==> src/rtl/mc_main_fsm.sv <==
// Main control FSM for the multicycle MIPS datapath.
// Sequences fetch/decode/execute/memory/writeback and drives all datapath controls.
//
// Ports:
//   clk, rst         rising-edge clock, synchronous active-high reset
//   opcode, funct    IR[31:26] and IR[5:0]
//   mem_ready        memory finished the current access this cycle
//   IorD .. BranchNe datapath enables and mux selects (see per-state decode)
//   illegal_op       unsupported opcode seen in DECODE
//   state            current state register, for debug
module mc_main_fsm (
    input  logic       clk,
    input  logic       rst,
    input  logic [5:0] opcode,
    input  logic [5:0] funct,
    input  logic       mem_ready,
    output logic       IorD,
    output logic       MemWrite,
    output logic       IRWrite,
    output logic       RegDst,
    output logic       MemtoReg,
    output logic       RegWrite,
    output logic       ALUSrcA,
    output logic [1:0] ALUSrcB,
    output logic       ImmZero,
    output logic [1:0] ALUOp,
    output logic [1:0] PCSrc,
    output logic       PCWrite,
    output logic       Branch,
    output logic       BranchNe,
    output logic       illegal_op,
    output logic [3:0] state
);

    // Opcode/funct encodings, identical to the shared cpu.svh definitions.
    localparam logic [5:0] OP_RTYPE = 6'b000000;
    localparam logic [5:0] OP_J     = 6'b000010;
    localparam logic [5:0] OP_BEQ   = 6'b000100;
    localparam logic [5:0] OP_BNE   = 6'b000101;
    localparam logic [5:0] OP_ADDI  = 6'b001000;
    localparam logic [5:0] OP_SLTI  = 6'b001010;
    localparam logic [5:0] OP_ANDI  = 6'b001100;
    localparam logic [5:0] OP_ORI   = 6'b001101;
    localparam logic [5:0] OP_XORI  = 6'b001110;
    localparam logic [5:0] OP_LW    = 6'b100011;
    localparam logic [5:0] OP_SW    = 6'b101011;
    localparam logic [5:0] F_JR     = 6'b001000;

    typedef enum logic [3:0] {
        FETCH    = 4'd0,
        DECODE   = 4'd1,
        MEMADR   = 4'd2,
        MEMREAD  = 4'd3,
        MEMWB    = 4'd4,
        MEMWRITE = 4'd5,
        EXECUTE  = 4'd6,
        ALUWB    = 4'd7,
        BRANCH   = 4'd8,
        IMMEXEC  = 4'd9,
        IMMWB    = 4'd10,
        JUMP     = 4'd11,
        JR       = 4'd12
    } state_t;

    state_t st;

    logic is_rtype;
    logic is_mem;
    logic is_jr;
    logic is_alu;
    logic is_br;
    logic is_imm;
    logic is_j;
    logic is_zext;
    logic is_legal;

    assign is_rtype = (opcode == OP_RTYPE);
    assign is_mem   = (opcode == OP_LW) || (opcode == OP_SW);
    assign is_jr    = is_rtype && (funct == F_JR);
    assign is_alu   = is_rtype && (funct != F_JR);
    assign is_br    = (opcode == OP_BEQ) || (opcode == OP_BNE);
    assign is_zext  = (opcode == OP_ANDI) || (opcode == OP_ORI)
                   || (opcode == OP_XORI);
    assign is_imm   = is_zext || (opcode == OP_ADDI)
                   || (opcode == OP_SLTI);
    assign is_j     = (opcode == OP_J);
    assign is_legal = is_mem || is_rtype || is_br || is_imm || is_j;

    assign state = st;

    always_ff @(posedge clk) begin
        if (rst) begin
            st <= FETCH;
        end else begin
            case (st)
                FETCH:    if (mem_ready) st <= DECODE;
                DECODE: begin
                    unique case (1'b1)
                        is_mem:  st <= MEMADR;
                        is_jr:   st <= JR;
                        is_alu:  st <= EXECUTE;
                        is_br:   st <= BRANCH;
                        is_imm:  st <= IMMEXEC;
                        is_j:    st <= JUMP;
                        default: st <= FETCH;
                    endcase
                end
                MEMADR: begin
                    if (opcode == OP_LW)      st <= MEMREAD;
                    else if (opcode == OP_SW) st <= MEMWRITE;
                    else                      st <= FETCH;
                end
                MEMREAD:  if (mem_ready) st <= MEMWB;
                MEMWRITE: if (mem_ready) st <= FETCH;
                EXECUTE:  st <= ALUWB;
                IMMEXEC:  st <= IMMWB;
                default:  st <= FETCH;
            endcase
        end
    end

    // Outputs follow the state register; the only input terms are the
    // FETCH handshake, the DECODE legality check and opcode-qualified
    // flags. Reset overrides everything with non-writing FETCH values,
    // which suppresses any writeback in the reset cycle itself.
    always_comb begin
        IorD       = 1'b0;
        MemWrite   = 1'b0;
        IRWrite    = 1'b0;
        RegDst     = 1'b0;
        MemtoReg   = 1'b0;
        RegWrite   = 1'b0;
        ALUSrcA    = 1'b0;
        ALUSrcB    = 2'b00;
        ImmZero    = 1'b0;
        ALUOp      = 2'b00;
        PCSrc      = 2'b00;
        PCWrite    = 1'b0;
        Branch     = 1'b0;
        BranchNe   = 1'b0;
        illegal_op = 1'b0;
        if (rst) begin
            ALUSrcB = 2'b01;
        end else begin
            case (st)
                FETCH: begin
                    ALUSrcB = 2'b01;
                    IRWrite = mem_ready;
                    PCWrite = mem_ready;
                end
                DECODE: begin
                    ALUSrcB    = 2'b11;
                    illegal_op = ~is_legal;
                end
                MEMADR: begin
                    ALUSrcA = 1'b1;
                    ALUSrcB = 2'b10;
                end
                MEMREAD: begin
                    IorD = 1'b1;
                end
                MEMWB: begin
                    MemtoReg = 1'b1;
                    RegWrite = 1'b1;
                end
                MEMWRITE: begin
                    IorD     = 1'b1;
                    MemWrite = 1'b1;
                end
                EXECUTE: begin
                    ALUSrcA = 1'b1;
                    ALUOp   = 2'b10;
                end
                ALUWB: begin
                    RegDst   = 1'b1;
                    RegWrite = 1'b1;
                end
                BRANCH: begin
                    ALUSrcA  = 1'b1;
                    ALUOp    = 2'b01;
                    PCSrc    = 2'b01;
                    Branch   = (opcode == OP_BEQ);
                    BranchNe = (opcode == OP_BNE);
                end
                IMMEXEC: begin
                    ALUSrcA = 1'b1;
                    ALUSrcB = 2'b10;
                    ImmZero = is_zext;
                end
                IMMWB: begin
                    RegWrite = 1'b1;
                    ImmZero  = is_zext;
                end
                JUMP: begin
                    PCSrc   = 2'b10;
                    PCWrite = 1'b1;
                end
                JR: begin
                    PCSrc   = 2'b11;
                    PCWrite = 1'b1;
                end
                default: begin
                end
            endcase
        end
    end

endmodule

==> config.mk <==
export PLATFORM = sky130hd
export DESIGN_NAME = mc_main_fsm
export DESIGN_NICKNAME = d
export VERILOG_FILES = /design/src/rtl/mc_main_fsm.sv
export SDC_FILE = /design/constraint.sdc
export NUM_CORES = 1
export LEC_CHECK = 0
export BUFFER_PORTS_ARGS = -buffer_cell sky130_fd_sc_hd__buf_2
export CORE_UTILIZATION = 29
export DETAILED_ROUTE_END_ITERATION = 10
export RECOVER_POWER = 100
export REMOVE_ABC_BUFFERS = 1
export SLEW_MARGIN = 20
export SYNTH_ARGS = -nofsm -noshare
export SYNTH_HDL_FRONTEND = slang
export SYNTH_SLANG_ARGS = --single-unit
==> constraint.sdc <==
create_clock -name clk -period 2.9 [get_ports clk]
set_clock_uncertainty 0.2 [all_clocks]
set_input_delay 0.725 -clock clk [delete_from_list [all_inputs] [get_ports clk]]
set_output_delay 0.725 -clock clk [all_outputs]
set_load 0.05 [all_outputs]
==> metrics, run 1 <==
CP Data Arrival Time between 1.5 and 2 ns; nets ~150; # setup viols final 0; cell count after synthesis between 90 and 100; via/cell ratio between 5 and 6; Root Driver clkbuf_4; Die ar. ~2400 um2; number of synthesized flops with an enable pin 0; Final Util between 40% and 50%; Distinct cells, synth 39; drt drc 0; Antenna Nets Post-Route 0; CP delay by family, top compound AO/OA/AOI/OAI gates; CP Launch Type input port; met3 wire len between 100 and 150 um; Total GRT Usage 17.9%; top sig layer met4; WP data required just under 2 ns; Power Dens Cells around 250 nW/um2; relative slew slack around 60%; Iter 0 DRT Violations 23; DP Cell Count 160; Yosys reg bits 4; critical path type in2out; Slew Limit Fails 0; Async S/R FF share, synth 0%; Static Leakage approximately 0.38 nW; Hold Fails Final Rpt 0; DRT Pass-1 Iters 5; Starting Density a little under a third; Cell Chain, Critical Path buf_2 > nor2b_1 > o21ai_0 > a211o_1 > nor4b_1 > buf_4; metal2 WL 980 um; Layout area overhead 36.4%; post-DR wirelength/cell about 12 um; largest net degree at the start of global routing 19; Tightest Pin Transition about 0.6 ns; fillers around 240; VDD IR-drop max 0.190 mV; fin cells between 150 and 200; CP Capture Type output pin; I/O pin cnt 37; max cap viols 0; Final Cycle Share ~95%; CTS clk-pin slew, worst paths ~0.04 ns; WL final slightly above 2000 um; clk sinks 4; number of global-route vias before repair approximately 780; WL met1 between 900 and 1000 um; Syn. warnings 0; placer congestion estimate about 0.82; std cell rows 16; layout cells sized above 1 between 20% and 30%; post-CTS setup buffer count 0; Syn Area/Cell about 6.7 um2; RSZ-0062 raised after global routing no; die height a little under 50 um; Max clock buf depth 2; max frequency approximately 360 MHz; first-pass GRT wire length ~3400 um; Worst Hold Class reg2reg; H-tree levels 1; CTS tree built; Worst path max stage delay roughly 0.25 ns; total CTS buffers 3; Largest register FFs 4; Core ar. 2020 um2; status completed; dpl hpwl around 1600 um; number of antenna repair diodes 0; crit path time final about 2.7 ns; cell area after synthesis roughly 650 um2; via count 903; Buf+Inv Stages, Crit Path 2; remaining global-route overflow 0; count of port buffers added during placement 36; CP max stage cell buf_4; DIE WIDTH just under 50 um; Crit Path Max Fanout 2; initial antenna violation count 0; Synth Flop Type dfxtp_1; Worst-Skew Late Latency between 0.2 and 0.25 ns; sequential area share after synthesis 12.4%
[synth_stat cells (2+ instances only)]
cell type | count | area (um2)
a31oi_1 | 2 | 12.5
nor2_1 | 13 | 48.8
nand2_1 | 4 | 15.0
a21oi_1 | 2 | 10.0
o22ai_1 | 4 | 25.0
inv_1 | 3 | 11.3
or3_1 | 3 | 18.8
clkbuf_1 | 2 | 7.51
nor2b_1 | 5 | 31.3
nor3_1 | 10 | 50.1
nand3b_1 | 2 | 15.0
and3b_1 | 2 | 17.5
nand2b_1 | 6 | 37.5
nor4b_1 | 2 | 17.5
dfxtp_1 | 4 | 80.1
nor4_1 | 3 | 18.8
buf_2 | 3 | 15.0
a211oi_1 | 2 | 15.0
nand3_1 | 3 | 15.0
o21ai_0 | 2 | 10.0
and3_1 | 2 | 12.5
[worst paths after layout]
kind | startpoint | end | slack (ns) | cells past startpoint
max reg2reg | state[3] | state[2] | 0.83 | 5
min reg2reg | state[3] | state[1] | 0.57 | 3
max | opcode[1] | illegal_op | 0.16 | 6
min | state[3] | state[1] | 0.57 | 3
[final cells by class]
class | instances | area, um2 | area share (%)
sequential | 4 | 80.1 | 9.08
tap | 27 | 33.8 | 3.83
timing repair buffer | 43 | 218 | 24.7
multi-input combinational | 83 | 517 | 58.6
inverter | 3 | 11.3 | 1.28
clock buffer | 3 | 22.5 | 2.55
[stage by stage]
stage / setup TNS (ns) / worst slack [ns] / total power [mW] / hold slack, ns / cell area, um2
6_report: 0 / 0.157 / 0.218 / 0.570 / 882
5_1_grt: 0 / 0.00212 / 0.237 / 0.633 / 882
4_1_cts: 0 / 0.106 / 0.221 / 0.557 / 897
3_5_place_dp: 0 / 0.109 / 0.152 / 0.537 / 875
3_3_place_gp: 0 / 0.146 / 0.151 / 0.532 / 875
2_1_floorplan: -6.65 / -1.60 / 0.116 / 0.626 / 608
[layer usage]
| metal | vias up | GRT usage, % |
|---|---|---|
| met5 | - | 0 |
| met4 | 0 | 4.41 |
| met3 | 2 | 4.67 |
| met2 | 38 | 28.3 |
| met1 | 419 | 23.8 |
| li1 | 444 | - |
[cells by family (layout without fill, tap and decap cells)]
family	count (synthesis)	count (layout)	synth area share, %
flops	4	4	12.4
buf+inv	10	49	7.74
simple gates	62	62	56.1
compound gates	19	19	21.1
xor+xnor	2	2	2.71
[where the power goes]
part | total, mW | internal (mW) | leakage, nW | switching (mW)
logic | 0.0879 | 0.0315 | 0.336 | 0.0564
registers | 0.0627 | 0.0572 | 0.0325 | 0.00544
clock network | 0.0674 | 0.0462 | 0.0138 | 0.0212
total | 0.218 | 0.135 | 0.382 | 0.0831
[layout by cell type, fill, tap and decap left out, types with 3 or more instances in the layout]
| master | Yosys | final |
|---|---|---|
| clkbuf_4 | 0 | 3 |
| nor2b_1 | 5 | 5 |
| nand2_1 | 4 | 4 |
| buf_2 | 3 | 13 |
| nor2_1 | 13 | 13 |
| clkbuf_2 | 1 | 14 |
| nand3_1 | 3 | 3 |
| nand2b_1 | 6 | 6 |
| o22ai_1 | 4 | 4 |
| or3_1 | 3 | 3 |
| buf_4 | 0 | 6 |
| inv_1 | 3 | 3 |
| nor3_1 | 10 | 10 |
| nor4_1 | 3 | 3 |
| dfxtp_1 | 4 | 4 |
| clkbuf_1 | 2 | 10 |
[worst reg2reg max path: cells and delay by family (launching register included)]
kind,cells,cell delay (ns)
AO/OA/AOI/OAI,1,0.21
buffers and inverters,1,0.45
AND/OR/NAND/NOR,3,0.68
flip-flops,1,0.42
[timing repair]
action / CTS / global route
gates resized for setup: 0 / 2
endpoints found under the setup margin: 0 / 1
hold buffers: 0 / 0
(Power assumes the default switching activity.)
==> run 2: changes to the inputs <==
--- a/config.mk
+++ b/config.mk
@@ -6,6 +6,7 @@
 export NUM_CORES = 1
 export LEC_CHECK = 0
 export BUFFER_PORTS_ARGS = -buffer_cell sky130_fd_sc_hd__buf_2
+export CORE_MARGIN = 4
 export CORE_UTILIZATION = 29
 export DETAILED_ROUTE_END_ITERATION = 10
 export RECOVER_POWER = 100
==> run 2 against run 1 <==
Effect of this change:
- flip-flop and latch count is the same
- worst setup slack got worse by 0.023 ns
- clock-buffer cell count unchanged
- global-route usage down 4.1 points
- largest cell class unchanged
- sequential power up 1%
- routed wire length is 2.1% higher
==> metrics, run 2 (synthesis gave the netlist of run 1 again) <==
status completed (unchanged); initial antenna violation count 0 (unchanged); placer congestion estimate 0.877 (was 0.823); number of global-route vias before repair 809 (was 779); CP Launch Type input port (unchanged); CP delay by family, top compound AO/OA/AOI/OAI gates (unchanged); Internal Power 0.134 mW (was 0.135 mW); Total GRT Usage 13.8% (was 17.9%); via count 880 (was 903); Hold Fails Final Rpt 0 (unchanged); via/cell ratio 5.47 (was 5.54); Fin Setup TNS 0 ns (unchanged); count of port buffers added during placement 36 (unchanged); CTS clk-pin slew, worst paths 0.04 ns (about the same); clk sinks 4 (unchanged); total CTS buffers 3 (unchanged); CTS tree built (unchanged); DRT Pass-1 Iters 4 (was 5); pre-CTS WS 0.0249 ns (was 0.109 ns); final instance area 875 um2 (was 882 um2); WL final 2080 um (was 2040 um); Seq pwr share 29.2% (was 28.8%); Worst-Skew Late Latency 0.23 ns (about the same); post-DR wirelength/cell 12.9 um (was 12.5 um); crit path time final 2.77 ns (was 2.74 ns); H-tree levels 1 (unchanged); relative slew slack 60.0% (was 59.8%); Cell Chain, Critical Path buf_2 > nor2b_1 > o21ai_0 > a211o_1 > nor4b_2 > buf_4 (was buf_2 > nor2b_1 > o21ai_0 > a211o_1 > nor4b_1 > buf_4); Crit Path Max Fanout 2 (unchanged); Worst R2R Start state[0] (was state[3]); nets 151 (was 153); DP Cell Count 158 (was 160); Area after DPL 860 um2 (was 875 um2); Worst path max stage delay 0.25 ns (about the same); remaining global-route overflow 0 (unchanged); Iter 0 DRT Violations 14 (was 23); Antenna Nets Post-Route 0 (unchanged); Max clock buf depth 2 (unchanged); critical path type in2out (unchanged); max cap viols 0 (unchanged); largest net degree at the start of global routing 19 (unchanged); # setup viols final 0 (unchanged); I/O pin cnt 37 (unchanged); CP Capture Type output pin (unchanged); WP data required 1.98 ns (about the same); number of antenna repair diodes 0 (unchanged); Buf+Inv Stages, Crit Path 2 (unchanged); first-pass GRT wire length 3570 um (was 3400 um); CP max stage cell o21ai_0 (was buf_4); Worst Hold Class reg2reg (unchanged); fin cells 161 (was 163); worst setup path startpoint opcode[1] (unchanged); die height 55.2 um (was 49.2 um); Core ar. 2040 um2 (was 2020 um2); NetSw 0.0836 mW (was 0.0831 mW); Post-CTS Resized 0 (unchanged); Largest register FFs 4 (unchanged); most common library cell in the layout ignoring fill and taps buf_2 (was clkbuf_2); dpl hpwl 1630 um (was 1580 um); Starting Density 31.7% (was 32.0%); min-delay src state[3] (unchanged); Root Driver clkbuf_4 (unchanged); std cell rows 16 (unchanged); Logic pwr share 39.9% (was 40.3%); DIE WIDTH 55.2 um (was 49.2 um); Sw Share 38.4% (was 38.1%); layout cells sized above 1 29.9% (was 29.4%); Die ar. 3050 um2 (was 2420 um2); max frequency 362 MHz (was 365 MHz); Layout area overhead 35.2% (was 36.4%); setup slack after layout 0.134 ns (was 0.157 ns); post-CTS setup buffer count 0 (unchanged); CP Data Arrival Time 1.84 ns (was 1.82 ns); Slew Limit Fails 0 (unchanged); VDD IR-drop max 0.155 mV (was 0.190 mV); Clk pwr share 31.0% (was 30.9%); most frequent cells in the layout buf_2 (17), nor2_1 (13), clkbuf_2 (11) (was clkbuf_2 (14), nor2_1 (13), buf_2 (13)); Static Leakage 0.383 nW (was 0.382 nW); cts hold-fix bufs 0 (unchanged); Final Cycle Share 95.4% (was 94.6%); Power Dens Cells 249 nW/um2 (was 247 nW/um2); Tightest Pin Transition 0.599 ns (was 0.603 ns); drt drc 0 (unchanged)
==> run 2: through the flow <==
step	util (%)	hold slack (ns)	total power, mW
2_1_floorplan	-	0.626	0.116
3_3_place_gp	42.1	0.453	0.151
3_5_place_dp	42.1	0.440	0.151
4_1_cts	43.2	0.454	0.222
5_1_grt	42.8	0.493	0.236
6_report	42.8	0.449	0.218
==> run 2: metal layers <==
metal	track usage, %	wire [um]	vias to the layer above
li1	-	-	442
met1	19.1	1000	404
met2	20.1	898	34
met3	4.66	175	0
met4	4.17	0	0
met5	0	0	-
==> run 2: path summary, 6_finish.rpt <==
check | end | depth (start not counted) | slack, ns
hold reg to reg | state[0] | 1 | 0.45
hold / removal | state[0] | 1 | 0.45
setup / recovery | illegal_op | 6 | 0.13
setup reg to reg | state[2] | 5 | 0.83
==> run 2: power groups by stage <==
stage / clock, mW / sequential, mW / combinational [mW]
6_report: 0.0675 / 0.0635 / 0.0868
5_1_grt: 0.0771 / 0.0642 / 0.0947
4_1_cts: 0.0710 / 0.0634 / 0.0874
3_5_place_dp: 0 / 0.0643 / 0.0871
3_3_place_gp: 0 / 0.0646 / 0.0865
2_1_floorplan: 0 / 0.0707 / 0.0451
==> run 2: worst reg2reg max path: cells and delay by family, from the launching register on <==
family | cells | cell delay [ns]
AOI/OAI and AO/OA | 2 | 0.31
buffers and inverters | 1 | 0.28
DFF | 1 | 0.57
and+or+nand+nor | 2 | 0.59
==> run 2: layout make-up <==
class	instances	area [um2]
clock buffer	3	22.5
fill	229	1170
inverter	3	11.3
multi-input combinational	83	519
sequential	4	80.1
tap	27	33.8
timing repair buffer	41	208
